File: src/rtl/spi_target.sv
// spi_target: SPI mode-0 (CPOL=0, CPHA=0) responder, MSB first, byte oriented.
// The SPI pins are oversampled in the clk domain. Received bytes land in a
// UART-style holding register. Transmit bytes come from a small TX FIFO, and
// IDLE_BYTE is sent when the FIFO is empty at a byte load point.
//
// Ports
//   clk             system clock, at least 8x the spi_sck frequency
//   Rst             synchronous reset, active-high
//   spi_sck         serial clock from the master (asynchronous)
//   spi_cs          chip select, active-low (asynchronous)
//   spi_mosi        master-out data (asynchronous)
//   spi_miso        target-out data, registered
//   tx_din/tx_wen   TX FIFO push (a push while full is dropped)
//   tx_full         TX FIFO status, registered
//   tx_empty        TX FIFO status, registered
//   rx_dout         last received byte
//   rx_data_present rx_dout holds an unread byte
//   rx_ren          read acknowledge; clears present and overrun
//   rx_overrun      sticky: a byte arrived while rx_data_present was set
//   busy            transaction in progress
//
// state  | meaning
// IDLE   | cs high or not yet seen falling; miso parked at 1
// SHIFT  | cs low; bits shift on sck edges, bytes complete every 8th rise
module spi_target #(
    parameter int unsigned SYNC_STAGES = 2,
    parameter int unsigned TX_DEPTH    = 4,
    parameter logic [7:0]  IDLE_BYTE   = 8'hFF
) (
    input  logic       clk,
    input  logic       Rst,
    input  logic       spi_sck,
    input  logic       spi_cs,
    input  logic       spi_mosi,
    output logic       spi_miso,
    input  logic [7:0] tx_din,
    input  logic       tx_wen,
    output logic       tx_full,
    output logic       tx_empty,
    output logic [7:0] rx_dout,
    output logic       rx_data_present,
    input  logic       rx_ren,
    output logic       rx_overrun,
    output logic       busy
);

    localparam int unsigned PTR_W = $clog2(TX_DEPTH);
    localparam int unsigned CNT_W = PTR_W + 1;

    typedef enum logic {ST_IDLE, ST_SHIFT} state_t;

    logic [SYNC_STAGES-1:0] sck_sync_q, cs_sync_q, mosi_sync_q;
    logic                   sck_hist_q, cs_hist_q;
    logic                   sck_s, cs_s, mosi_s;
    logic                   sck_rise, sck_fall, cs_fall;

    state_t     state_q, state_d;
    logic [2:0] bit_cnt_q, bit_cnt_d;
    logic [7:0] shreg_tx_q, shreg_tx_d;
    logic [7:0] shreg_rx_q, shreg_rx_d;
    logic       miso_q, miso_d;
    logic       pop_req, byte_done;

    logic [7:0]       rx_dout_q;
    logic             rx_present_q, rx_overrun_q;

    logic [7:0]       mem_q [TX_DEPTH];
    logic [PTR_W-1:0] wr_ptr_q, rd_ptr_q;
    logic [CNT_W-1:0] cnt_q, cnt_d;
    logic             full_q, empty_q;
    logic             push, pop;
    logic [7:0]       head_byte;

    // Synchronizers plus one history flop per edge-detected input.
    always_ff @(posedge clk) begin
        if (Rst) begin
            sck_sync_q  <= '0;
            cs_sync_q   <= '1;
            mosi_sync_q <= '0;
            sck_hist_q  <= 1'b0;
            cs_hist_q   <= 1'b1;
        end else begin
            sck_sync_q  <= {sck_sync_q[SYNC_STAGES-2:0], spi_sck};
            cs_sync_q   <= {cs_sync_q[SYNC_STAGES-2:0], spi_cs};
            mosi_sync_q <= {mosi_sync_q[SYNC_STAGES-2:0], spi_mosi};
            sck_hist_q  <= sck_s;
            cs_hist_q   <= cs_s;
        end
    end

    assign sck_s    = sck_sync_q[SYNC_STAGES-1];
    assign cs_s     = cs_sync_q[SYNC_STAGES-1];
    assign mosi_s   = mosi_sync_q[SYNC_STAGES-1];
    assign sck_rise = sck_s & ~sck_hist_q;
    assign sck_fall = ~sck_s & sck_hist_q;
    assign cs_fall  = ~cs_s & cs_hist_q;

    assign head_byte = empty_q ? IDLE_BYTE : mem_q[rd_ptr_q];

    always_comb begin
        state_d    = state_q;
        bit_cnt_d  = bit_cnt_q;
        shreg_tx_d = shreg_tx_q;
        shreg_rx_d = shreg_rx_q;
        pop_req    = 1'b0;
        byte_done  = 1'b0;
        case (state_q)
            ST_IDLE: begin
                if (cs_fall) begin
                    pop_req    = 1'b1;
                    shreg_tx_d = head_byte;
                    bit_cnt_d  = 3'd0;
                    state_d    = ST_SHIFT;
                end
            end
            ST_SHIFT: begin
                // Deselect takes priority over a simultaneous sck rise.
                if (cs_s) begin
                    state_d   = ST_IDLE;
                    bit_cnt_d = 3'd0;
                end else if (sck_rise) begin
                    shreg_rx_d = {shreg_rx_q[6:0], mosi_s};
                    bit_cnt_d  = bit_cnt_q + 3'd1;
                    if (bit_cnt_q == 3'd7) begin
                        byte_done  = 1'b1;
                        pop_req    = 1'b1;
                        shreg_tx_d = head_byte;
                    end
                end else if (sck_fall && bit_cnt_q != 3'd0) begin
                    // No shift on the fall that starts a byte: bit 7 must
                    // stay on the pin for that byte's first rise.
                    shreg_tx_d = {shreg_tx_q[6:0], 1'b0};
                end
            end
            default: state_d = ST_IDLE;
        endcase
        miso_d = (state_d == ST_SHIFT) ? shreg_tx_d[7] : 1'b1;
    end

    always_ff @(posedge clk) begin
        if (Rst) begin
            state_q      <= ST_IDLE;
            bit_cnt_q    <= 3'd0;
            shreg_tx_q   <= IDLE_BYTE;
            shreg_rx_q   <= 8'h00;
            miso_q       <= 1'b1;
            rx_dout_q    <= 8'h00;
            rx_present_q <= 1'b0;
            rx_overrun_q <= 1'b0;
        end else begin
            state_q    <= state_d;
            bit_cnt_q  <= bit_cnt_d;
            shreg_tx_q <= shreg_tx_d;
            shreg_rx_q <= shreg_rx_d;
            miso_q     <= miso_d;
            if (byte_done) begin
                rx_dout_q    <= shreg_rx_d;
                rx_present_q <= 1'b1;
                // An acknowledge in the completion cycle absorbs the old byte.
                if (rx_present_q && !rx_ren)
                    rx_overrun_q <= 1'b1;
            end else if (rx_ren) begin
                rx_present_q <= 1'b0;
                rx_overrun_q <= 1'b0;
            end
        end
    end

    // A push while full is dropped even when a pop frees a slot that cycle.
    assign push = tx_wen & ~full_q;
    assign pop  = pop_req & ~empty_q;

    always_comb begin
        cnt_d = cnt_q;
        if (push && !pop)
            cnt_d = cnt_q + CNT_W'(1);
        else if (pop && !push)
            cnt_d = cnt_q - CNT_W'(1);
    end

    always_ff @(posedge clk) begin
        if (Rst) begin
            wr_ptr_q <= '0;
            rd_ptr_q <= '0;
            cnt_q    <= '0;
            full_q   <= 1'b0;
            empty_q  <= 1'b1;
        end else begin
            if (push)
                wr_ptr_q <= wr_ptr_q + PTR_W'(1);
            if (pop)
                rd_ptr_q <= rd_ptr_q + PTR_W'(1);
            cnt_q   <= cnt_d;
            full_q  <= (cnt_d == CNT_W'(TX_DEPTH));
            empty_q <= (cnt_d == '0);
        end
    end

    always_ff @(posedge clk) begin
        if (push)
            mem_q[wr_ptr_q] <= tx_din;
    end

    assign spi_miso        = miso_q;
    assign tx_full         = full_q;
    assign tx_empty        = empty_q;
    assign rx_dout         = rx_dout_q;
    assign rx_data_present = rx_present_q;
    assign rx_overrun      = rx_overrun_q;
    assign busy            = (state_q == ST_SHIFT);

endmodule

File: config.mk
export PLATFORM = sky130hd
export DESIGN_NAME = spi_target
export DESIGN_NICKNAME = d
export VERILOG_FILES = /design/src/rtl/spi_target.sv
export SDC_FILE = /design/constraint.sdc
export NUM_CORES = 1
export LEC_CHECK = 0
export CORE_ASPECT_RATIO = 1.5
export CORE_MARGIN = 10
export CORE_UTILIZATION = 61
export CTS_CLUSTER_SIZE = 20
export DETAILED_ROUTE_END_ITERATION = 8
export PLACE_DENSITY_LB_ADDON = 0.15
export SKIP_LAST_GASP = 1
export SYNTH_ARGS = -nofsm -noshare
export SYNTH_HDL_FRONTEND = slang
export SYNTH_SLANG_ARGS = --single-unit
File: constraint.sdc
create_clock -name clk -period 4.49 [get_ports clk]
set_clock_uncertainty 0.1 [all_clocks]
set_input_delay 0.898 -clock clk [delete_from_list [all_inputs] [get_ports clk]]
set_output_delay 0.898 -clock clk [all_outputs]
set_load 0.005 [all_outputs]
==> flow_metrics.env <==
export IMPL_status="finished clean"
export IMPL_rows=32
export IMPL_slew_viol_final=0
export IMPL_p_switching_uw=336
export IMPL_final_common_cell="dfxtp_1"
export IMPL_h_tree_depth=3
export IMPL_first_pass_iters=4
export IMPL_grt_overflow_total=0
export IMPL_power_density_nw_per_um2=382
export IMPL_cts_buffers_inserted=9
export IMPL_grt_pass1_vias=2209
export IMPL_synth_top_family_by_area="simple AND/OR/NAND/NOR gates"
export IMPL_fin_nets=329
export IMPL_die_area_um2=8870
export IMPL_setup_violations_final=0
export IMPL_p_clk_share_pct=35.7
export IMPL_vias_per_cell=5.52
export IMPL_pwr_share_comb_pct=8.4
export IMPL_clkSlewWorstSetupHoldPaths_ps=80
export IMPL_cp_arrival_ps=2840
export IMPL_cpPeakStageDelay_ps=590
export IMPL_synthFlopType="dfxtp_1"
export IMPL_hold_class="reg -> reg"
export IMPL_max_freq_ghz=0.370
export IMPL_ys_warn_count=0
export IMPL_period_share_pct=60.2
export IMPL_drt_iter0_drc=138
export IMPL_postCtsHoldBufs=0
export IMPL_sw_frac_of_total_pct=23.0
export IMPL_post_cts_buffers=0
export IMPL_cp_start_kind="register"
export IMPL_gp_congestion=0.799
export IMPL_cp_cell_sequence="ha_1 -> ha_1 -> nand4b_1 -> a2111oi_4 -> nor4_1 -> a311oi_2 -> o21bai_1"
export IMPL_cp_common_cell="ha_1"
export IMPL_grt_max_degree=31
export IMPL_syn2layout_area_growth_pct=15.0
export IMPL_cts_root_buf="clkbuf_8"
export IMPL_io_pins=29
export IMPL_syn_avg_cell_area_um2=11.8
export IMPL_rsz0062_at_grt="no"
export IMPL_syn_num_nets=306
export IMPL_hold_viol=0
export IMPL_die_height_um=110
export IMPL_antenna_cells=0
export IMPL_synthMuxAreaShare_pct=7.82
export IMPL_routed_wl_um=5840
export IMPL_core_area_um2=5200
export IMPL_ys_ff_latch=81
export IMPL_leakagePower_uw=0.00132
export IMPL_relSlewSlack_pct=45.5
export IMPL_fin_util_pct=73.6
export IMPL_cpMaxStageDelayCell="a2111oi_4"
export IMPL_synth_xor_area_share_pct=1.58
export IMPL_wl_per_cell_um=15.5
export IMPL_fill_cells=370
export IMPL_grt_pass1_wl_um=10100
export IMPL_seqPwrFrac_pct=55.9
export IMPL_cp_required_ps=4620
export IMPL_yosysSeqAreaShare_pct=58.3
export IMPL_port_buffer_count=28
export IMPL_clock_latency_ps=350
export IMPL_worstSetupPathType="reg -> reg"
export IMPL_synthCells=282
export IMPL_yosysUniqueCellTypes=44
export IMPL_min_from="cs_sync_q[0]"
export IMPL_synth_area_um2=3330
export IMPL_drive_above_1_share_pct=11.3
export IMPL_final_cell_mix="dfxtp_1 (49), edfxtp_1 (32), clkdlybuf4s50_1 (28), nor2_1 (26), a21oi_1 (19)"
export IMPL_die_x_um=80.3
export IMPL_vias=2088
export IMPL_antenna_found_initial=0
export IMPL_fin_crit_ps=2700
export IMPL_setup_worst_path_start="bit_cnt_q[1]"
export IMPL_cts_resized=0
export IMPL_ir_worst_vdd_v=0.000294
export IMPL_start_util_pct=64.0
export IMPL_dpl_hpwl_um=4130
export IMPL_numClockSinks=81
export IMPL_cap_violations=0
export IMPL_timing_setup_tns_ps=0
export IMPL_drc_errors=0
export IMPL_cts_tree="built"
export IMPL_intPower_uw=1130
export IMPL_synth_edf_count=32
export IMPL_synth_simple_area_share_pct=15.1
export IMPL_grt_use_total_pct=14.2
export IMPL_synthArstFlopShare_pct=0
export IMPL_endpoint_kind="register"
export IMPL_cts_buffer_depth=2
export IMPL_crit_fanout=12
export IMPL_synthAdderAreaFrac_pct=3.38
export IMPL_synth_compound_area_share_pct=10.2
export IMPL_tightest_slew_ps=816
export IMPL_antenna_left=0
export IMPL_r2r_start="bit_cnt_q[1]"
==> cell families (layout without fill, tap and decap cells) <==
| kind of cell | count (synthesis) | count (layout) |
|---|---|---|
| multiplexers | 16 | 16 |
| buffers and inverters | 28 | 56 |
| XOR/XNOR | 6 | 6 |
| flip-flops | 81 | 81 |
| AO/OA/AOI/OAI | 48 | 48 |
| adder cells (fa/ha/maj) | 9 | 9 |
| AND/OR/NAND/NOR | 94 | 94 |
==> worst paths after layout <==
| kind | end | slack (ps) | cells after the start |
|---|---|---|---|
| max | tx_empty | 1790 | 7 |
| min | cs_sync_q[1] | 330 | 1 |
| max reg2reg | tx_empty | 1790 | 7 |
| min reg2reg | cs_sync_q[1] | 330 | 1 |
==> worst max-delay path: cells and delay by family, from the launching register on <==
kind            cells  cell delay (ps)
fa+ha+maj           2              610
flops               1              370
compound gates      3              970
simple gates        2              530
==> through the flow <==
step                      power, µW  hold slack, ps  instances  setup WS (ps)  instance area, µm²
after global placement          952             295        362           1610                3630
after floorplan                 916             289        282           2360                3330
after detailed placement        958             322        362           1510                3630
after CTS                      1480             335        378           1790                3830
final                          1460             326        378           1790                3830
after global routing           1530             337        378           1650                3830
==> cell usage after synthesis (3+ instances only) <==
library cell | instances | share of area, %
nand4_1 | 8 | 1.5
nand2b_1 | 4 | 0.75
a211oi_1 | 3 | 0.68
dfxtp_1 | 49 | 29
and2_1 | 4 | 0.75
a21oi_1 | 19 | 2.9
ha_1 | 9 | 3.4
nor2_1 | 26 | 2.9
o21ai_0 | 9 | 1.4
xor2_1 | 3 | 0.79
a31oi_1 | 6 | 1.1
xnor2_1 | 3 | 0.79
edfxtp_1 | 32 | 29
nor2b_1 | 8 | 1.5
mux2i_1 | 8 | 2.4
nand2_1 | 17 | 1.9
clkbuf_1 | 12 | 1.4
nand3_1 | 3 | 0.45
mux4_2 | 8 | 5.4
buf_2 | 5 | 0.75
and2b_1 | 3 | 0.68
or2_2 | 3 | 0.56
inv_1 | 9 | 1.0
nand4b_1 | 4 | 1.1
nor3_1 | 8 | 1.2
==> layer usage <==
layer  part of all wire [%]  global-route usage [%]
met5                      0                       0
met4                    1.6                    5.28
met3                    5.1                    5.35
met2                     55                    25.5
met1                     38                    14.1
==> cell type report <==
cell class              instances  area, µm²  share of cell area (%)
clock inverters                 4       52.6                    1.37
inverters                       9       33.8                   0.882
well taps                      68       85.1                    2.22
clock buffers                  12        145                    3.79
multi-input cells             173       1270                    33.1
repair buffers                 31        303                    7.91
flip-flops and latches         81       1940                    50.7
==> flip-flops by register name, summed over array words and instances, names as in the netlist, 2 cells and up, named ones only <==
| register | count |
|---|---|
| mem_q | 32 |
| rx_dout | 8 |
| shreg_tx_q | 8 |
| shreg_rx_q | 7 |
| bit_cnt_q | 3 |
| cnt_q | 3 |
| cs_sync_q | 2 |
| mosi_sync_q | 2 |
| rd_ptr_q | 2 |
| sck_sync_q | 2 |
| wr_ptr_q | 2 |
==> power by group through the flow <==
stage               clock (µW)  sequential [µW]  combinational, µW
floorplan                    0              824               92.4
global placement             0              834                118
detailed placement           0              836                122
CTS                        537              819                124
global route               569              823                137
finish                     522              818                122
Power figures use the tool's default switching activity.
